--- config.mk ---
export PLATFORM = sky130hd
export DESIGN_NAME = stream_packer
export DESIGN_NICKNAME = d
export VERILOG_FILES = /design/src/rtl/stream_pkg.sv /design/src/rtl/stream_packer_idle_timer.sv /design/src/rtl/stream_packer.sv
export SDC_FILE = /design/constraint.sdc
export NUM_CORES = 1
export LEC_CHECK = 0
export CELL_PAD_IN_SITES_DETAIL_PLACEMENT = 1
export CELL_PAD_IN_SITES_GLOBAL_PLACEMENT = 2
export CORE_MARGIN = 2
export CORE_UTILIZATION = 25
export DETAILED_ROUTE_END_ITERATION = 10
export HOLD_SLACK_MARGIN = 0.02
export PLACE_DENSITY_LB_ADDON = 0.05
export SYNTH_ARGS = -nofsm -noshare
export SYNTH_HDL_FRONTEND = slang
export SYNTH_HIERARCHICAL = 1
export SYNTH_SLANG_ARGS = --single-unit
--- constraint.sdc ---
create_clock -name clk -period 5.7 [get_ports clk]
set_input_delay 0.855 -clock clk [delete_from_list [all_inputs] [get_ports clk]]
set_output_delay 0.855 -clock clk [all_outputs]
set_load 0.02 [all_outputs]
--- src/rtl/stream_pkg.sv ---
// Shared types and helpers for the stream packer: beat-load selection and the
// lane-count to keep-mask conversion.
package stream_pkg;

    localparam int MAX_LANES = 64;

    typedef enum logic [1:0] {
        LOAD_NONE,
        LOAD_FULL_IN,
        LOAD_FULL_ACC,
        LOAD_PARTIAL
    } load_e;

    // Thermometer mask: the low n bits set.
    function automatic logic [MAX_LANES-1:0] thermo_mask(input int n);
        logic [MAX_LANES-1:0] m;
        m = '0;
        for (int k = 0; k < MAX_LANES; k++) begin
            if (k < n) m[k] = 1'b1;
        end
        return m;
    endfunction

endpackage

--- src/rtl/stream_packer_idle_timer.sv ---
// Saturating idle counter: clear has priority, counts up on inc, and reports
// done while the count sits at TIMEOUT.
module idle_timer #(
    parameter int TIMEOUT = 16
) (
    input  logic clk,
    input  logic reset,
    input  logic clear,
    input  logic inc,
    output logic done
);

    localparam int IW = $clog2(TIMEOUT + 1);
    localparam logic [IW-1:0] LIMIT = IW'(TIMEOUT);

    logic [IW-1:0] count;

    // NOTE: sequential state uses non-blocking assignments so every flop
    // samples the pre-edge values, independent of block ordering.
    always_ff @(posedge clk) begin
        if (reset || clear) begin
            count <= '0;
        end else if (inc && count != LIMIT) begin
            count <= count + IW'(1);
        end
    end

    assign done = (count == LIMIT);

endmodule

--- src/rtl/stream_packer.sv ---
// Packs RATIO narrow words from a valid/ready source into one wide registered
// beat with a lane keep mask; partial beats leave on flush or idle timeout.
module stream_packer
    import stream_pkg::*;
#(
    parameter int IN_WIDTH = 8,
    parameter int RATIO    = 4,
    parameter int TIMEOUT  = 16
) (
    input  logic                      clk,
    input  logic                      reset,
    input  logic [IN_WIDTH-1:0]       in_data,
    input  logic                      in_val,
    output logic                      in_rdy,
    input  logic                      flush,
    output logic [IN_WIDTH*RATIO-1:0] out_data,
    output logic [RATIO-1:0]          out_keep,
    output logic                      out_val,
    input  logic                      out_rdy
);

    localparam int CW = $clog2(RATIO + 1);
    localparam int LW = $clog2(RATIO);

    typedef logic [CW-1:0] cnt_t;
    typedef logic [LW-1:0] lane_t;

    localparam cnt_t FULL = cnt_t'(RATIO);
    localparam cnt_t LAST = cnt_t'(RATIO - 1);

    cnt_t                      cnt;
    logic [IN_WIDTH-1:0]       acc [RATIO];
    logic                      slot_free;
    logic                      partial;
    logic                      idle_done;
    logic                      flush_cond;
    logic                      accept;
    load_e                     load;
    logic [IN_WIDTH*RATIO-1:0] beat_data;
    logic [RATIO-1:0]          beat_keep;

    assign slot_free  = !out_val || out_rdy;
    assign partial    = (cnt != '0) && (cnt < FULL);
    assign flush_cond = (flush || idle_done) && partial && slot_free;
    assign in_rdy     = !reset && (cnt < FULL) && !flush_cond;
    assign accept     = in_val && in_rdy;

    // A stalled full beat outranks everything; flush and accept never coincide.
    always_comb begin
        load = LOAD_NONE;
        if (cnt == FULL && slot_free) begin
            load = LOAD_FULL_ACC;
        end else if (flush_cond) begin
            load = LOAD_PARTIAL;
        end else if (accept && cnt == LAST && slot_free) begin
            load = LOAD_FULL_IN;
        end
    end

    always_comb begin
        beat_keep = '1;
        if (load == LOAD_PARTIAL) begin
            beat_keep = RATIO'(thermo_mask(int'(cnt)));
        end
        for (int k = 0; k < RATIO; k++) begin
            beat_data[k*IN_WIDTH +: IN_WIDTH] = beat_keep[k] ? acc[k] : '0;
        end
        if (load == LOAD_FULL_IN) begin
            beat_data[(RATIO-1)*IN_WIDTH +: IN_WIDTH] = in_data;
        end
    end

    // NOTE: the accumulator is pure storage gated by cnt, so it carries no
    // reset; stale lanes are masked out of every beat.
    always_ff @(posedge clk) begin
        if (accept) begin
            acc[lane_t'(cnt)] <= in_data;
        end
    end

    always_ff @(posedge clk) begin
        if (reset) begin
            cnt      <= '0;
            out_val  <= 1'b0;
            out_data <= '0;
            out_keep <= '0;
        end else begin
            if (load != LOAD_NONE) begin
                out_data <= beat_data;
                out_keep <= beat_keep;
                out_val  <= 1'b1;
            end else if (out_rdy) begin
                out_val  <= 1'b0;
            end

            if (load != LOAD_NONE) begin
                cnt <= '0;
            end else if (accept) begin
                cnt <= cnt + cnt_t'(1);
            end
        end
    end

    idle_timer #(
        .TIMEOUT(TIMEOUT)
    ) u_idle_timer (
        .clk  (clk),
        .reset(reset),
        .clear(accept || (load != LOAD_NONE) || (cnt == '0)),
        .inc  (partial),
        .done (idle_done)
    );

endmodule
# Word level (Yosys, flattened, before mapping)
# Memory sizes are Yosys's and may differ from the RTL's. A register that Yosys moved wholly into a read port is not among the register bits.
# Cells that the tools add are included.
# totals
reg_bits	45
latchBits	0
mem_bits_rw	32
mem_bits_ro	0
in_bits	13
out_inout_bits	38
wordCells	59
mem_count	1
# op_classes
add_sub_neg	2
n_mul	0
div	0
n_lt_le_gt_ge	5
n_eq_ne	6
shifts	0
muxes	17
bitwise_logic	0
n_reduce_logical	23
# memory_table
name	words	width	read_ports	rd_clocked_by_memory_dff	write_ports	line	source
acc	4	8	4	1	1	stream_packer.sv:32	logic [IN_WIDTH-1:0] acc [RATIO];
# ops
cell	count
$mux W8	5
$logic_and A1 B1 Y1	10
$mux W1	9
$lt A1 B3 Y1 const A	2
$lt A2 B3 Y1 const A	2
$add A5 B1 Y5 const B	1
$eq A5 B5 Y1 const B	1
$logic_or A1 B1 Y1	5
$ne A5 B5 Y1 const B	1
$mux W2	2
$mux W4	1
$reduce_bool A2 Y1	2
$add A3 B1 Y3 const B	1
$eq A3 B2 Y1 const B	1
$eq A3 B3 Y1 const B	1
$logic_not A1 Y1	3
$logic_not A3 Y1	1
$lt A3 B3 Y1 const B	1
$reduce_bool A3 Y1	1
$eq A2 B1 Y1 const B	1
$eq A2 B2 Y1 const B	1
$reduce_or A2 Y1	1

# Longest topological paths before layout
# Gate-level depths: netlist of run 1.
# logic_depth
depth_word	16
mapped_depth	11
ltp_nobuf	11

# Modules after synthesis
# Netlist of run 1, hierarchy kept.
# by_module_without_submodules
mod	instances	cells_per_inst	area_per_inst_um2	seq_area_each_um2
stream_packer	1	187	2697.6	1761.7
idle_timer	1	29	281.5	100.1

# Least setup slack after synthesis of run 1
# Ideal clock, no wire load.
# synth_path
path_kind	input-to-output
start	input flush
end	output in_rdy
t_arrival_ns	1.754
required_ns	4.845
setup_slack_ns	3.091
cell_stages	3
path_buffers	0
path_cell_list	o21bai_2 > nor3_4 > nor3_1
# synth_between
elab_chain_cells	5
# synth_rtl
item	line	source
start, declared	stream_packer.sv:15	input logic flush,
$logic_or A1 B1 Y1	stream_packer.sv:44	assign flush_cond = (flush || idle_done) && partial && slot_free;
$logic_and A1 B1 Y1 (2 in series)	stream_packer.sv:44	
$logic_not A1 Y1	stream_packer.sv:45	assign in_rdy = !reset && (cnt < FULL) && !flush_cond;
$logic_and A1 B1 Y1	stream_packer.sv:45	
end, declared	stream_packer.sv:14	output logic in_rdy,
# No other way between the ends.

# Worst setup path after layout of run 1
# layout_path
start	input out_rdy
end	output in_rdy
# layout_between
elab_chain_cells	4
# layout_rtl
item	line	source
start, declared	stream_packer.sv:19	input logic out_rdy
$logic_or A1 B1 Y1	stream_packer.sv:42	assign slot_free = !out_val || out_rdy;
$logic_and A1 B1 Y1	stream_packer.sv:44	
$logic_not A1 Y1	stream_packer.sv:45	
$logic_and A1 B1 Y1	stream_packer.sv:45	
# No other way between the ends.

==> results.py, run 1 <==
metrics = {
    "global_route": {
        "grt_overflow_total": 0,
        "grt.total_usage": 0.117,
        "grt_antenna_before_repair": 0,
        "global_route_wire_length_before_repair_um": 11100,
        "grt_start_max_net_pins": 38,
        "first_global_vias": 1939,
    },
    "cts": {
        "tritoncts": "yes",
        "cts.sink_count": 77,
        "cts_inserted_buffers": 9,
        "clkSlewWorstSetupHoldPaths_ns": 0.06,
        "worstSkewPairLatency_ns": 0.33,
        "post_cts_resized": 0,
        "clock_path_buffers": 2,
        "clock_tree.root_cell": "sky130_fd_sc_hd__clkbuf_16",
        "post_cts_setup_buffers": 0,
        "cts.htree.levels": 3,
        "cts_hold_buffers": 0,
    },
    "pwr": {
        "powerDensity_nw_per_um2": 322,
        "share_clk_of_total_power": 0.449,
        "vdd_drop_max_uv": 152,
        "combinationalPowerShare": 0.074,
        "power.leakage_nw": 1.46,
        "power.net_switching_uw": 287,
        "internal-power_uw": 965,
        "swShare": 0.229,
        "finalPower_mw": 1.25,
        "sequentialPowerShare": 0.476,
    },
    "timing": {
        "clock-skew-final_ns": 0.00667,
        "fin_crit_ns": 3.73,
        "hold_slack_ns": 0.455,
        "period_share": 0.654,
        "grt_setup_unrepaired": "no",
        "layout_setup_ws_ns": 1.97,
        "final.setup.tns_ns": 0,
        "timing.fmax_mhz": 268,
        "worstMarginPinSlew_ns": 0.852,
        "setup-violations-final": 0,
        "slew_violations": 0,
        "max_slew_margin": 0.431,
        "timing_hold_violations_final": 0,
    },
    "worst_hold_path": {
        "holdPathStages": 1,
        "worst_hold_end": "out_keep[1]$_SDFFE_PP0P_",
        "min-delay-path-class": "flop to flop",
        "worstHoldStart": "out_keep[1]$_SDFFE_PP0P_",
    },
    "cells_and_area": {
        "num_antenna_cells": 0,
        "multi_input_area_sq_um": 988,
        "postLayoutCoreUtil": 0.338,
        "seq_area_sq_um": 1860,
        "nNetsFinal": 288,
        "final_layout_size_suffix_gt1_frac": 0.117,
        "final_design_area_no_fill_sq_um": 3890,
        "final_cell_count_no_fill": 417,
        "area_growth_syn_to_layout_pct": 30.5,
        "fillerInstances": 1242,
    },
    "floorplanning": {
        "die_area_sq_um": 12800,
        "coreArea_sq_um": 11500,
        "design.portCount": 51,
        "fp-row-count": 39,
        "vertical_die_dimension_um": 113,
        "die_w_um": 113,
        "initial_standard_cell_utilization_of_the_core": 0.259,
    },
    "setup_path": {
        "startpoint_type_of_the_worst_setup_path": "input pin",
        "path_cells": "clkdlybuf4s50_1 > nor2b_1 > nor3_4 > nor3_1 > clkdlybuf4s50_1",
        "crit-reg2reg-capture": "acc[1][7]$_DFFE_PP_",
        "register_to_register_setup_slack_ns": 3.15,
        "data_arrival_time_of_the_critical_path_ns": 2.87,
        "reg2reg_from": "u_idle_timer/count[0]$_SDFFE_PP0P_",
        "biggest_fanout_along_the_worst_timing_path": 9,
        "critical-path-top-cell-by-count": "sky130_fd_sc_hd__clkdlybuf4s50_1",
        "worst_r2r_path_depth": 7,
        "timing.critical_path.slowest_stage_cell": "sky130_fd_sc_hd__nor2b_1",
        "criticalPathCategory": "input pin to output port",
        "critPathMaxStageDelay_ns": 0.67,
        "critical_path_required_ns": 4.85,
        "endpoint_kind": "output port",
    },
    "route": {
        "dr_total_vias": 1867,
        "number_of_vias_per_cell_after_detailed_routing": 4.48,
        "residual_drc": 4,
        "firstDrtPassIters": 7,
        "wl_per_cell_um": 16.7,
        "drt-total-wl_um": 6960,
        "route.antenna.remaining_nets": 0,
        "drt_first_iter_violations": 94,
    },
    "yosys": {
        "yosysSeqAreaShare": 0.625,
        "synth.lib_cells_used.distinct": 45,
        "syn-num-nets": 235,
        "syn_avg_cell_area_sq_um": 13.8,
        "postSynth.topFlopCell": "sky130_fd_sc_hd__dfxtp_1",
        "synth-seq-cells": 77,
        "cell_count_after_synthesis": 216,
        "synthArstFlopShare": 0,
        "syn-cell-area_sq_um": 2980,
        "synth_enable_flop_cells": 32,
        "yosys_warnings": 14,
    },
    "run_status": {
        "violations": "DRC",
        "outcome": "finished with violations",
    },
    "placement": {
        "dp_worst_slack_ns": 1.98,
        "dpl_cell_area_sq_um": 3600,
        "dpl.cell_count": 401,
        "detailed_place_hpwl_um": 4690,
        "routabilityCongestion": 0.631,
        "port_buffers": 50,
    },
    "run": {
        "max-cap-violations": 0,
    },
}
[critical path: cells and delay by family]
kind	cells	cell delay, ns
buffers and inverters	2	1.05
and+or+nand+nor	3	0.97
[layout make-up]
cell class / instances / area share
inverter: 16 / 0.0154
tap: 143 / 0.0460
clock buffer: 10 / 0.0589
multi-input combinational: 114 / 0.254
timing repair buffer: 51 / 0.131
clock inverter: 6 / 0.0158
sequential: 77 / 0.479
[sequential cells by signal, summed over array words and instances (netlist names)]
register and flops:
acc 32, out_data 32, u_idle_timer/count 5, out_keep 4, cnt 3, out_val 1
[power by group through the flow]
stage | clock [mW] | combinational, mW | sequential [mW]
CTS | 0.585 | 0.0959 | 0.596
floorplan | 0 | 0.0463 | 0.615
global placement | 0 | 0.0957 | 0.608
finish | 0.562 | 0.0933 | 0.596
detailed placement | 0 | 0.0955 | 0.609
global route | 0.608 | 0.103 | 0.598
[cell families after synthesis]
family / synth area share
buf+inv: 0.0433
flops: 0.625
mux: 0.0302
xor+xnor: 0.0118
compound gates: 0.178
fa+ha+maj: 0.0252
simple gates: 0.0865
[layer usage]
layer	track usage	up-vias	wire length, um
li1	-	916	-
met3	0.0461	6	366
met4	0.0317	0	81
met2	0.178	49	3160
met5	0	-	0
met1	0.154	896	3350
[how the worst max path moves through the flow]
stage | from | endpoint | slack (ns) | cells after the start
after floorplan | flush | in_rdy | 3.09 | 3
after global placement | out_rdy | in_rdy | 1.99 | 5
after detailed placement | out_rdy | in_rdy | 1.98 | 5
after CTS | out_rdy | in_rdy | 1.97 | 5
after global routing | out_rdy | in_rdy | 1.81 | 5
final | out_rdy | in_rdy | 1.97 | 5
[cell usage after synthesis, types with 3 or more instances]
cell type,instances,area share
sky130_fd_sc_hd__mux2i_1,9,0.030
sky130_fd_sc_hd__edfxtp_1,32,0.32
sky130_fd_sc_hd__nor2_1,5,0.0063
sky130_fd_sc_hd__a22o_1,32,0.094
sky130_fd_sc_hd__o31ai_1,8,0.020
sky130_fd_sc_hd__ha_1,6,0.025
sky130_fd_sc_hd__nand3_1,3,0.0050
sky130_fd_sc_hd__and2_1,6,0.013
sky130_fd_sc_hd__dfxtp_1,45,0.30
sky130_fd_sc_hd__nor3_1,3,0.0050
sky130_fd_sc_hd__buf_6,4,0.015
sky130_fd_sc_hd__buf_2,4,0.0067
sky130_fd_sc_hd__nand2_1,4,0.0050
sky130_fd_sc_hd__inv_1,15,0.019
sky130_fd_sc_hd__xor2_1,3,0.0088
[cells in the final DEF, fill, tap and decap left out, drive strengths merged, types with 2 or more instances in the layout]
cell type	instances
a22o	32
mux2i	9
dfxtp	45
xor2	3
o21a	2
nand4	3
a21o	2
nor2b	2
edfxtp	32
clkinv	4
clkbuf	10
nor2	5
a21boi	2
nor3	6
a21oi	3
ha	6
inv	17
nand2	4
and2	6
clkdlybuf4s50	50
o31ai	8
nand3	3
o21ai	3
Power figures use the tool's default switching activity.
==> inputs of run 2 (changes only) <==
Clock period 5.7 ns to 3.85 ns, I/O delays scaled along.
==> run 2 against run 1 <==
  * The flow still finishes with violations (DRC)
  * Clock power up 36%
  * Worst setup slack worse by 1.3 ns
  * Sequential cell count did not move
  * Combinational power is 50% higher
  * Power is 43% higher
  * Sequential share of layout area rose by 0.093 points
  * Via count increased by 2.6%
  * Utilization decreased by 0.065 points
  * Register-to-register slack lost 1.9 ns
  * Highest routed layer unchanged
==> results.py, run 2 (synthesis results as in run 1) <==
metrics = {
    "cells_and_area": {
        "most-common-layout-cells": "sky130_fd_sc_hd__clkdlybuf4s50_1, sky130_fd_sc_hd__dfxtp_1, sky130_fd_sc_hd__a22o_1, sky130_fd_sc_hd__edfxtp_1, sky130_fd_sc_hd__inv_1",
        "num_antenna_cells": 0,
        "nNetsFinal": 290,
        "layout_top_registers": "acc x32, out_data x32, u_idle_timer/count x5",
        "fillerInstances": 1230,
        "final_layout_size_suffix_gt1_frac": 0.123,
        "area_growth_syn_to_layout_pct": 30.2,
        "final_common_cell": "sky130_fd_sc_hd__clkdlybuf4s50_1",
        "final_design_area_no_fill_sq_um": 3880,
    },
    "timing": {
        "timing_hold_violations_final": 0,
        "slew_violations": 0,
        "setup-violations-final": 0,
        "timing.fmax_mhz": 312,
        "max_slew_margin": 0.403,
        "grt_setup_unrepaired": "no",
        "final.setup.tns_ns": 0,
        "fin_crit_ns": 3.21,
        "clock-skew-final_ns": 0.00785,
        "period_share": 0.833,
        "worstMarginPinSlew_ns": 0.894,
    },
    "setup_path": {
        "critPathMaxStageDelay_ns": 0.70,
        "timing.critical_path.slowest_stage_cell": "sky130_fd_sc_hd__nor2b_1",
        "path_cells": "clkdlybuf4s50_1 > nor2b_1 > nor3_4 > nor3_1 > clkdlybuf4s50_1",
        "critical-path-top-cell-by-count": "sky130_fd_sc_hd__clkdlybuf4s50_1",
        "cp_top_family": "buffers and inverters",
        "critical_path_required_ns": 3.27,
        "data_arrival_time_of_the_critical_path_ns": 2.63,
        "startpoint_type_of_the_worst_setup_path": "input pin",
        "criticalPathCategory": "input pin to output port",
        "biggest_fanout_along_the_worst_timing_path": 9,
        "worst-path-buf-inv": 2,
        "endpoint_kind": "output port",
    },
    "cts": {
        "post_cts_setup_buffers": 0,
        "clock_path_buffers": 2,
        "cts_inserted_buffers": 9,
        "cts.sink_count": 77,
        "post_cts_resized": 0,
        "clkSlewWorstSetupHoldPaths_ns": 0.06,
        "tritoncts": "yes",
        "worstSkewPairLatency_ns": 0.33,
        "cts.htree.levels": 3,
        "cts_hold_buffers": 0,
        "clock_tree.root_cell": "sky130_fd_sc_hd__clkbuf_16",
    },
    "floorplanning": {
        "die_w_um": 113,
        "vertical_die_dimension_um": 113,
        "fp-row-count": 39,
        "coreArea_sq_um": 11500,
        "die_area_sq_um": 12800,
        "initial_standard_cell_utilization_of_the_core": 0.259,
        "design.portCount": 51,
    },
    "route": {
        "drt_first_iter_violations": 72,
        "residual_drc": 4,
        "wl_per_cell_um": 16.8,
        "firstDrtPassIters": 7,
        "dr_total_vias": 1916,
        "route.antenna.remaining_nets": 0,
        "drt-total-wl_um": 7060,
        "number_of_vias_per_cell_after_detailed_routing": 4.57,
    },
    "pwr": {
        "sequentialPowerShare": 0.494,
        "power.net_switching_uw": 424,
        "power.leakage_nw": 1.46,
        "powerDensity_nw_per_um2": 461,
        "vdd_drop_max_uv": 172,
        "share_clk_of_total_power": 0.428,
        "swShare": 0.237,
        "internal-power_mw": 1.36,
        "combinationalPowerShare": 0.079,
    },
    "global_route": {
        "grt_antenna_before_repair": 0,
        "grt_start_max_net_pins": 38,
        "grt.total_usage": 0.118,
        "grt_overflow_total": 0,
        "global_route_wire_length_before_repair_um": 11300,
        "first_global_vias": 1967,
    },
    "run_status": {
        "violations": "DRC",
        "outcome": "finished with violations",
    },
    "run": {
        "max-cap-violations": 0,
    },
    "placement": {
        "dpl_cell_area_sq_um": 3610,
        "port_buffers": 50,
        "routabilityCongestion": 0.644,
        "detailed_place_hpwl_um": 4760,
    },
    "worst_hold_path": {
        "min-delay-path-class": "flop to flop",
    },
}
[run 2: cell count changes in the layout (fill, tap and decap cells not counted), sizes merged]
cell,delta
buf,+2
bufinv,-1
clkinvlp,+1
[run 2: worst reg2reg max path, cell delays in order, from the launching register on]
cell	delay, ns
sky130_fd_sc_hd__dfxtp_1	0.38
sky130_fd_sc_hd__inv_1	0.08
sky130_fd_sc_hd__ha_1	0.23
sky130_fd_sc_hd__nand4bb_4	0.12
sky130_fd_sc_hd__inv_2	0.07
sky130_fd_sc_hd__o21ba_2	0.27
sky130_fd_sc_hd__a2111oi_4	0.58
sky130_fd_sc_hd__and2_1	0.49
[run 2: worst paths after layout]
path | endpoint | slack, ns | start | depth (start not counted)
max | in_rdy | 0.64 | out_rdy | 5
min | out_data[19]$_SDFFE_PP0P_ | 0.45 | acc[2][3]$_DFFE_PP_ | 1
max reg2reg | acc[3][2]$_DFFE_PP_ | 1.28 | u_idle_timer/count[0]$_SDFFE_PP0P_ | 7
min reg2reg | out_data[19]$_SDFFE_PP0P_ | 0.45 | acc[2][3]$_DFFE_PP_ | 1
[run 2: area by class of cell]
cell class | instances | area, sq um | share of cell area
clock inverter | 6 | 38.8 | 0.0100
multi-input combinational | 114 | 988 | 0.255
tap | 143 | 179 | 0.0461
timing repair buffer | 53 | 523 | 0.135
sequential | 77 | 1860 | 0.480
inverter | 16 | 60.1 | 0.0155
clock buffer | 10 | 229 | 0.0590
[run 2: per-layer routing]
metal  vias up  track usage  routed length (um)
li1        918            -                   -
met2        47        0.175                3180
met3         5       0.0396                 353
met1       946        0.165                3450
met5         -            0                   0
met4         0       0.0317                  72
[run 2: stage by stage]
stage / worst slack, ns / hold WS (ns) / std cells / total power [mW] / utilization
finish: 0.643 / 0.452 / 419 / 1.79 / 0.337
global route: 0.438 / 0.469 / 419 / 1.87 / 0.337
CTS: 0.608 / 0.456 / 419 / 1.83 / 0.337
detailed placement: 0.670 / 0.446 / 403 / 1.04 / 0.314
global placement: 0.686 / 0.438 / 403 / 1.04 / 0.314
floorplan: 1.56 / 0.436 / 216 / 0.979 / -
[run 2: power by group through the flow]
| stage | combinational [mW] | clock, mW | sequential, mW |
|---|---|---|---|
| floorplan | 0.0686 | 0 | 0.911 |
| global placement | 0.143 | 0 | 0.900 |
| detailed placement | 0.143 | 0 | 0.901 |
| CTS | 0.144 | 0.801 | 0.883 |
| global route | 0.155 | 0.831 | 0.885 |
| finish | 0.140 | 0.765 | 0.883 |
==> variant: new RTL, config.mk and constraints of run 1 <==
`TIMEOUT` is set to 16 in 2 places; all go to 64.
--- a/src/rtl/stream_packer_idle_timer.sv
+++ b/src/rtl/stream_packer_idle_timer.sv
@@ -3,3 +3,3 @@
 module idle_timer #(
-    parameter int TIMEOUT = 16
+    parameter int TIMEOUT = 64
 ) (
--- a/src/rtl/stream_packer.sv
+++ b/src/rtl/stream_packer.sv
@@ -7,3 +7,3 @@
     parameter int RATIO    = 4,
-    parameter int TIMEOUT  = 16
+    parameter int TIMEOUT  = 64
 ) (
Behaviour: no difference found for any inputs over 10 cycles, from zero or initial values and one cycle with reset high; that may be too few to reach the edited logic, so the function may still have changed.
==> variant against run 1 <==
- setup slack got worse by 0.083 ns
- synthesized area up 2.4%
- wire length up 4.4%
- maximum frequency decreased by 2.2%
- via count rose by 4.7%
- first-iteration DRC count increased by 17%
- design area is 2.0% higher
- combinational power grew 2%
- sequential cell count increased by 2
- register-to-register slack got worse by 0.17 ns
- total power up 0.83%
- global-route usage is 0.49 points higher
- worst hold slack better by 0.0011 ns
- largest cell class unchanged
- highest routed layer unchanged
==> variant: results (changes against run 1) <==
| Metric | Value |
|---|---|
| P_int | 963 uW (-0.16%) |
| Via count | 1955 (+4.7%) |
| Most frequent cells after synthesis | dfxtp_1, a22o_1, edfxtp_1 |
| Fin util | 33.1% (-0.61 points) |
| Starting DRT DRC Count | 110 (+17%) |
| Layout clock area frac | 7.38% (-0.083 points) |
| Seq/total area | 48.0% (+0.073 points) |
| Final Net Count | 301 (+4.5%) |
| Largest net degree at the start of global routing | 32 (-16%) |
| Layout non-clock buf frac | 12.8% (-0.26 points) |
| Mapped Cells | 229 (+6.0%) |
| Setup Skew | 0.00767 ns (+0.00100 ns) |
| Fraction of area in multi-input gates | 25.8% (+0.35 points) |
| Wire length per cell | 16.7 um (+0.35%) |
| Peak VDD IR | 0.0932 mV (-39%) |
| First-pass GRT wire length | 11.7 mm (+5.1%) |
| Syn_nets | 248 (+5.5%) |
| Routability cong. | 0.660 (+4.6%) |
| Post-DP HPWL | 4.90 mm (+4.5%) |
| Top Registers | acc: 32 flops, out_data: 32 flops, u_idle_timer/count: 7 flops |
| Share of layout cells above drive strength 1 | 10.1% (-1.6 points) |
| Placed inst area | 3670 sq um (+2.1%) |
| Hold path start | acc[1][0] |
| Main area contributors after synthesis | edfxtp_1, dfxtp_1, a22o_1 |
| N_taps | 147 (+2.8%) |
| Multi-In Gates | 126 (+11%) |
| Worst slack, placed | 1.85 ns (-0.131 ns) |
| Slowest-stage cell, CP | nor2b_1 |
| Clk_buf instances | 11 (+1) |
| Fillers | 1302 (+4.8%) |
| Post-synthesis sequential area ratio | 62.4% (-0.12 points) |
| Rel. slew slack | 40.8% (-2.3 points) |
| Gr usage total | 12.1% (+0.49 points) |
| Reg-to-reg setup timing slack | 2.98 ns (-0.17 ns) |
| Critical Path AT | 2.95 ns (+0.08 ns) |
| DRT Wirelength | 7.26 mm (+4.4%) |
| Hold endpoint | out_data[8] |
| Status | complete, no violations |
| Count of cell types in the netlist | 47 (+4.4%) |
| Hold slack | 0.456 ns (+0.00105 ns) |
| Placed insts | 418 (+4.2%) |
| Drt first pass iters | 4 (-3) |
| Post-route ant nets | 0 (unchanged) |
| Critical R2R Capture | out_data[26] |
| LEAKAGE | 1.50 nW (+2.3%) |
| Count of non-CTS inverters in the layout | 15 (-1) |
| Clock sink count | 79 (+2.6%) |
[variant: cell types whose count changed in the layout (fill, tap and decap cells not counted), sizes merged, moves of 2 or more]
cell    delta
mux2i      +2
nand3      -2
or3        +2
a21boi     -2
dfxtp      +2
a21oi      +2
nand2      +5
[variant: cells by family (layout without fill, tap and decap cells)]
family          count (synthesis)  after routing  share of synthesized area [%]
fa+ha+maj                       6              6                           2.46
buf+inv                        24             82                           4.10
xor+xnor                        3              3                          0.862
flops                          79             79                           62.4
compound gates                 62             62                           17.4
mux                            11             11                           3.61
simple gates                   44             44                           9.15
[variant: power by group through the flow]
stage	sequential, mW	combinational (mW)	clock (mW)
floorplan	0.630	0.0474	0
global placement	0.622	0.0973	0
detailed placement	0.623	0.0969	0
global route	0.612	0.105	0.606
finish	0.610	0.0948	0.558
CTS	0.610	0.0973	0.577
[variant: how the worst max path moves through the flow]
stage / startpoint / end / slack [ns] / depth (start not counted)
6_report: out_rdy / in_rdy / 1.89 / 5
5_1_grt: u_idle_timer/count[0] / in_rdy / 1.76 / 8
4_1_cts: out_rdy / in_rdy / 1.84 / 5
3_5_place_dp: out_rdy / in_rdy / 1.85 / 5
3_3_place_gp: out_rdy / in_rdy / 1.90 / 5
2_1_floorplan: u_idle_timer/count[0] / in_rdy / 3.04 / 7
[variant: routing by layer]
layer | up-vias | share of wire (%) | global-route usage, %
li1 | 967 | - | -
met1 | 943 | 49 | 16.8
met2 | 41 | 46 | 18.0
met3 | 4 | 3.9 | 2.91
met4 | 0 | 0.94 | 5.37
met5 | - | 0 | 0
[variant: worst register-to-register path: cells and delay by family (launching register included)]
kind	cells	cell delay [ns]
flops	1	0.34
compound gates	3	1.23
buf+inv	1	0.09
fa+ha+maj	1	0.14
simple gates	3	0.87
